===== src/rtl/life_pkg.sv =====
// Shared Game-of-Life grid geometry, plot colours and render FSM encoding.
package life_pkg;

  localparam int GRID_W = 160;
  localparam int GRID_H = 120;
  localparam int X_W    = 8;
  localparam int Y_W    = 7;

  localparam logic [2:0] ALIVE_COLOUR = 3'b111;
  localparam logic [2:0] DEAD_COLOUR  = 3'b000;

  typedef enum logic [1:0] {
    IDLE  = 2'd0,
    SCAN  = 2'd1,
    DRAIN = 2'd2,
    FIN   = 2'd3
  } render_state_t;

endpackage


===== src/rtl/grid_renderer_raster_counter.sv =====
// Raster-order x/y cell counter: x fastest, wraps at W-1/H-1, flags the final cell.
module raster_counter
  import life_pkg::*;
#(
  parameter int W  = GRID_W,
  parameter int H  = GRID_H,
  parameter int XW = X_W,
  parameter int YW = Y_W
) (
  input  logic          clock,
  input  logic          reset_n,
  input  logic          clear,
  input  logic          enable,
  output logic [XW-1:0] x,
  output logic [YW-1:0] y,
  output logic          last
);

  localparam logic [XW-1:0] X_MAX = XW'(W - 1);
  localparam logic [YW-1:0] Y_MAX = YW'(H - 1);

  always_ff @(posedge clock) begin
    if (!reset_n || clear) begin
      x <= '0;
      y <= '0;
    end else if (enable) begin
      if (x == X_MAX) begin
        x <= '0;
        y <= (y == Y_MAX) ? '0 : y + 1'b1;
      end else begin
        x <= x + 1'b1;
      end
    end
  end

  assign last = (x == X_MAX) && (y == Y_MAX);

endmodule


===== src/rtl/grid_renderer.sv =====
// Scans the cell store in raster order and emits one VGA plot per cell.
// Optional GRID_RENDER_DIFF_EN: plot only cells whose value differs from cell_prev_data.
module grid_renderer
  import life_pkg::*;
(
  input  logic           clock,
  input  logic           reset_n,
  input  logic           start,
  output logic           cell_rd_en,
  output logic [X_W-1:0] cell_x,
  output logic [Y_W-1:0] cell_y,
  input  logic           cell_rd_data,
`ifdef GRID_RENDER_DIFF_EN
  input  logic           cell_prev_data,
`endif
  output logic [X_W-1:0] vga_x,
  output logic [Y_W-1:0] vga_y,
  output logic [2:0]     vga_colour,
  output logic           vga_plot,
  output logic           busy,
  output logic           done
);

  render_state_t state_q, state_d;
  logic          scan_last;
  logic          rd_valid;
  logic [X_W-1:0] x_d1;
  logic [Y_W-1:0] y_d1;
  logic          plot_d;

  raster_counter u_scan (
    .clock   (clock),
    .reset_n (reset_n),
    .clear   (state_q == IDLE),
    .enable  (state_q == SCAN),
    .x       (cell_x),
    .y       (cell_y),
    .last    (scan_last)
  );

  always_ff @(posedge clock) begin
    if (!reset_n) state_q <= IDLE;
    else          state_q <= state_d;
  end

  always_comb begin
    state_d = state_q;
    case (state_q)
      IDLE:    if (start) state_d = SCAN;
      SCAN:    if (scan_last) state_d = DRAIN;
      DRAIN:   state_d = FIN;
      FIN:     state_d = IDLE;
      default: state_d = IDLE;
    endcase
  end

  assign cell_rd_en = (state_q == SCAN);
  assign busy       = (state_q != IDLE);

`ifdef GRID_RENDER_DIFF_EN
  assign plot_d = rd_valid && (cell_rd_data != cell_prev_data);
`else
  assign plot_d = rd_valid;
`endif

  // done is registered so it lands the cycle after the final plot leaves the pipe.
  always_ff @(posedge clock) begin
    if (!reset_n) begin
      rd_valid   <= 1'b0;
      x_d1       <= '0;
      y_d1       <= '0;
      vga_plot   <= 1'b0;
      vga_x      <= '0;
      vga_y      <= '0;
      vga_colour <= DEAD_COLOUR;
      done       <= 1'b0;
    end else begin
      rd_valid <= cell_rd_en;
      x_d1     <= cell_x;
      y_d1     <= cell_y;
      vga_plot <= plot_d;
      done     <= (state_q == FIN);
      if (plot_d) begin
        vga_x      <= x_d1;
        vga_y      <= y_d1;
        vga_colour <= cell_rd_data ? ALIVE_COLOUR : DEAD_COLOUR;
      end
    end
  end

endmodule


===== config.mk =====
export PLATFORM = sky130hd
export DESIGN_NAME = grid_renderer
export DESIGN_NICKNAME = d
export VERILOG_FILES = /design/src/rtl/life_pkg.sv /design/src/rtl/grid_renderer_raster_counter.sv /design/src/rtl/grid_renderer.sv
export SDC_FILE = /design/constraint.sdc
export NUM_CORES = 1
export LEC_CHECK = 0
export ABC_AREA = 1
export CAP_MARGIN = 40
export CORE_MARGIN = 2
export CORE_UTILIZATION = 31
export CTS_CLUSTER_DIAMETER = 100
export CTS_CLUSTER_SIZE = 20
export DETAILED_ROUTE_END_ITERATION = 10
export SLEW_MARGIN = 10
export SYNTH_ARGS = -nofsm -noshare
export SYNTH_HDL_FRONTEND = slang
export SYNTH_HIERARCHICAL = 1
export SYNTH_SLANG_ARGS = --single-unit

===== constraint.sdc =====
create_clock -name clock -period 1.6 [get_ports clock]
set_input_delay 0.32 -clock clock [delete_from_list [all_inputs] [get_ports clock]]
set_output_delay 0.32 -clock clock [all_outputs]
set_load 0.01 [all_outputs]

==> impl_metrics.py <==
metrics = {
    "run_status": {
        "status": "finished, final reports clean",
    },
    "hold_path": {
        "hold_start": "y_d1[1]",
        "hp-class": "reg2reg",
        "min_to": "vga_y[1]",
        "holdPathStages": 2,
    },
    "routing": {
        "vias_per_cell": 4.30,
        "drt-initial-drc-count": 65,
        "vias": 1687,
        "finalWirelength_mm": 4.05,
        "antenna_left": 0,
        "post_drt_wl_per_cell_um": 10.3,
        "drc": 0,
        "drt_first_pass_iters": 4,
    },
    "yosys": {
        "netlist.area_leader.share_pct": 50.7,
        "synth_top_area_cell": "dfxtp_1",
        "synth.most_common_cell": "nor2_1",
        "synthTopCellsByCount": "nor2_1, nand2_1, dfxtp_1",
        "seq_area_frac_synth_pct": 50.7,
        "syn_avg_cell_area_um2": 7.72,
        "synth_area_leaders": "dfxtp_1, nor2_1, nand2_1",
        "syn_nets": 271,
        "synth_ff_type": "dfxtp_1",
        "syn_area_mm2": 0.00202,
        "ys_ff_latch": 51,
        "async_flop_share_pct": 0,
        "synth_cell_types": 25,
        "netlist_instances": 261,
        "yosys_warnings": 6,
        "synth_edf_count": 0,
    },
    "worst_setup_path": {
        "cp.required_ns": 1.28,
        "path_cells": "clkdlybuf4s50_1",
        "reg2reg_from": "state_q[0]",
        "critical_path.slowest_cell": "clkdlybuf4s50_1",
        "worstSetupPathType": "reg2out",
        "cp_data_arrival_time_ns": 1.23,
        "end_kind": "output port",
        "start_kind": "flip-flop",
        "timing.rr.end": "u_scan/y[5]",
        "critPathMaxFanout": 6,
        "path_buf_inv": 1,
        "cpPeakStageDelay_ns": 0.54,
        "ff2ff_setup_slack_ns": 0.16,
        "critPathTopFamily": "buffers and inverters",
        "reg2reg_depth": 9,
    },
    "layout": {
        "nFillCells": 695,
        "antenna_cells": 0,
        "area_growth_syn_to_layout_pct": 34.2,
        "finalNonFillerCells": 392,
        "drive_gt1_share_pct": 13.3,
        "fin_nets": 325,
        "final_util_pct": 42.8,
    },
    "timing": {
        "slew_violations": 0,
        "maxSlewHeadroom_pct": 78.5,
        "finalSetupViolCount": 0,
        "fin_crit_ns": 1.55,
        "fin_skew_ns": 0.00584,
        "fin_hold_ws_ns": 0.460,
        "rsz0062_at_grt": "false",
        "worstMarginPinSlew_ns": 0.322,
        "hold_viol_final": 0,
        "clock.fmax_mhz": 644,
        "min_period_over_period_pct": 97.1,
    },
    "floorplanning": {
        "dieArea_mm2": 0.00716,
        "top_level_ports": 41,
        "die_h_um": 84.6,
        "fp.dieW_um": 84.6,
        "rows": 29,
        "start_util_pct": 31.9,
        "placeableCoreArea_mm2": 0.00631,
    },
    "global_routing": {
        "antenna_found_initial": 0,
        "grt_pass1_vias": 1609,
        "grt_max_degree": 37,
        "grt-ovfl-total": 0,
        "grt_pass1_wl_mm": 7.13,
        "track_usage_pct": 12.2,
    },
    "power": {
        "p_per_area_mw_per_mm2": 1230,
        "ir_drop_mv": 0.440,
        "seq_power_share_pct": 44.6,
        "p_clk_share_pct": 25.9,
        "switchingPower_uw": 996,
        "p_int_mw": 2.33,
        "p_leak_nw": 1.37,
        "p_comb_share_pct": 29.5,
        "switching_share_pct": 29.9,
    },
    "clock_tree": {
        "cts_tree": "done",
        "root_buffer": "clkbuf_8",
        "clk_latency_ns": 0.30,
        "cts_made_buffers": 5,
        "ctsHoldBuffers": 0,
        "cts_sinks": 51,
        "h-tree-depth": 2,
        "postCtsSetupBuffers": 0,
        "clkTransAtPathRegs_ns": 0.09,
        "clockBufferDepth": 2,
        "cts_resized": 17,
    },
    "placement": {
        "dpl.hpwl_mm": 2.99,
        "port_buffers": 40,
        "placedCellCount": 385,
        "gp_congestion": 0.806,
    },
    "run": {
        "drv_cap": 0,
    },
}
-- tightest hold or removal path, cell delays in order, from the launching register on --
cell     delay [ns]
dfxtp_1        0.31
nor2_1         0.04
nor2_1         0.08
-- per-stage QoR --
step           instance area (µm²)  setup TNS [ns]  total power [mW]  worst slack, ns
6_report                      2710               0              3.33           0.0470
5_1_grt                       2710               0              3.55          0.00194
4_1_cts                       2690               0              3.37          0.00129
3_5_place_dp                  2570         -0.0314              2.50          -0.0314
3_3_place_gp                  2570               0              2.48          0.00711
2_1_floorplan                 2020               0              2.05            0.105
-- worst max path at each step --
stage                     start          end  slack (ns)  cells after the start
global route         state_q[0]         busy       0.002                      4
floorplan            state_q[1]  u_scan/y[3]        0.10                      9
CTS                 u_scan/x[6]    cell_x[6]       0.001                      1
finish              u_scan/x[3]    cell_x[3]        0.05                      1
detailed placement   state_q[0]   cell_rd_en       -0.03                      2
global placement     state_q[0]   cell_rd_en       0.007                      2
-- power groups by stage --
| stage | clock, mW | combinational (mW) | sequential, mW |
|---|---|---|---|
| after floorplan | 0 | 0.501 | 1.55 |
| after global placement | 0 | 0.978 | 1.50 |
| after detailed placement | 0 | 0.994 | 1.51 |
| after CTS | 0.890 | 0.992 | 1.49 |
| after global routing | 0.944 | 1.10 | 1.50 |
| final | 0.862 | 0.983 | 1.48 |
-- layer usage --
metal	share of wire, %	track usage, %	up-vias
met5	0	0	-
met1	46	15.1	750
met2	47	20.1	36
met4	1.8	4.33	0
met3	4.8	3.54	5
li1	-	-	896
-- flip-flops by register name (all words and copies together), names as in the netlist, 2 cells and up --
name and cells:
y_d1 7, vga_y 7, x_d1 8, u_scan/x 8
vga_x 8, state_q 2, u_scan/y 7
-- final cells by class --
| class | instances | area [µm²] | area share, % |
|---|---|---|---|
| clock buffer | 5 | 68.8 | 2.54 |
| clock inverter | 2 | 37.5 | 1.39 |
| inverter | 38 | 143 | 5.27 |
| multi-input combinational | 164 | 808 | 29.9 |
| sequential | 51 | 1040 | 38.3 |
| tap | 77 | 96.3 | 3.56 |
| timing repair buffer | 55 | 514 | 19.0 |
-- logic make-up (layout without fill, tap and decap cells) --
family                     count (synthesis)  after routing  share of synthesized area, %
and+or+nand+nor                          125            125                          26.5
DFF                                       51             51                          50.7
buffers and inverters                     46            100                          9.99
AOI/OAI and AO/OA                         29             29                          7.39
adders and majority gates                  6              6                          3.72
xor gates and xnor gates                   4              4                          1.74
-- cells in the final DEF, fill, tap and decap left out, types with 2 or more instances in the layout --
cell / Yosys / routed
a21oi_1: 9 / 9
buf_4: 4 / 15
clkbuf_8: 0 / 5
clkdlybuf4s50_1: 0 / 28
dfxtp_1: 51 / 44
dfxtp_2: 0 / 4
dfxtp_4: 0 / 3
dlygate4sd2_1: 0 / 7
dlymetal6s2s_1: 0 / 4
ha_1: 6 / 5
inv_1: 36 / 36
inv_2: 2 / 2
nand2_1: 52 / 52
nand2_4: 2 / 2
nand3_1: 7 / 7
nand4_1: 2 / 2
nor2_1: 53 / 52
nor2_2: 3 / 4
nor3_1: 2 / 2
o21ai_0: 14 / 14
o21ai_1: 5 / 5
xor2_1: 3 / 3
Note: power is estimated with default switching activity, not from simulation.
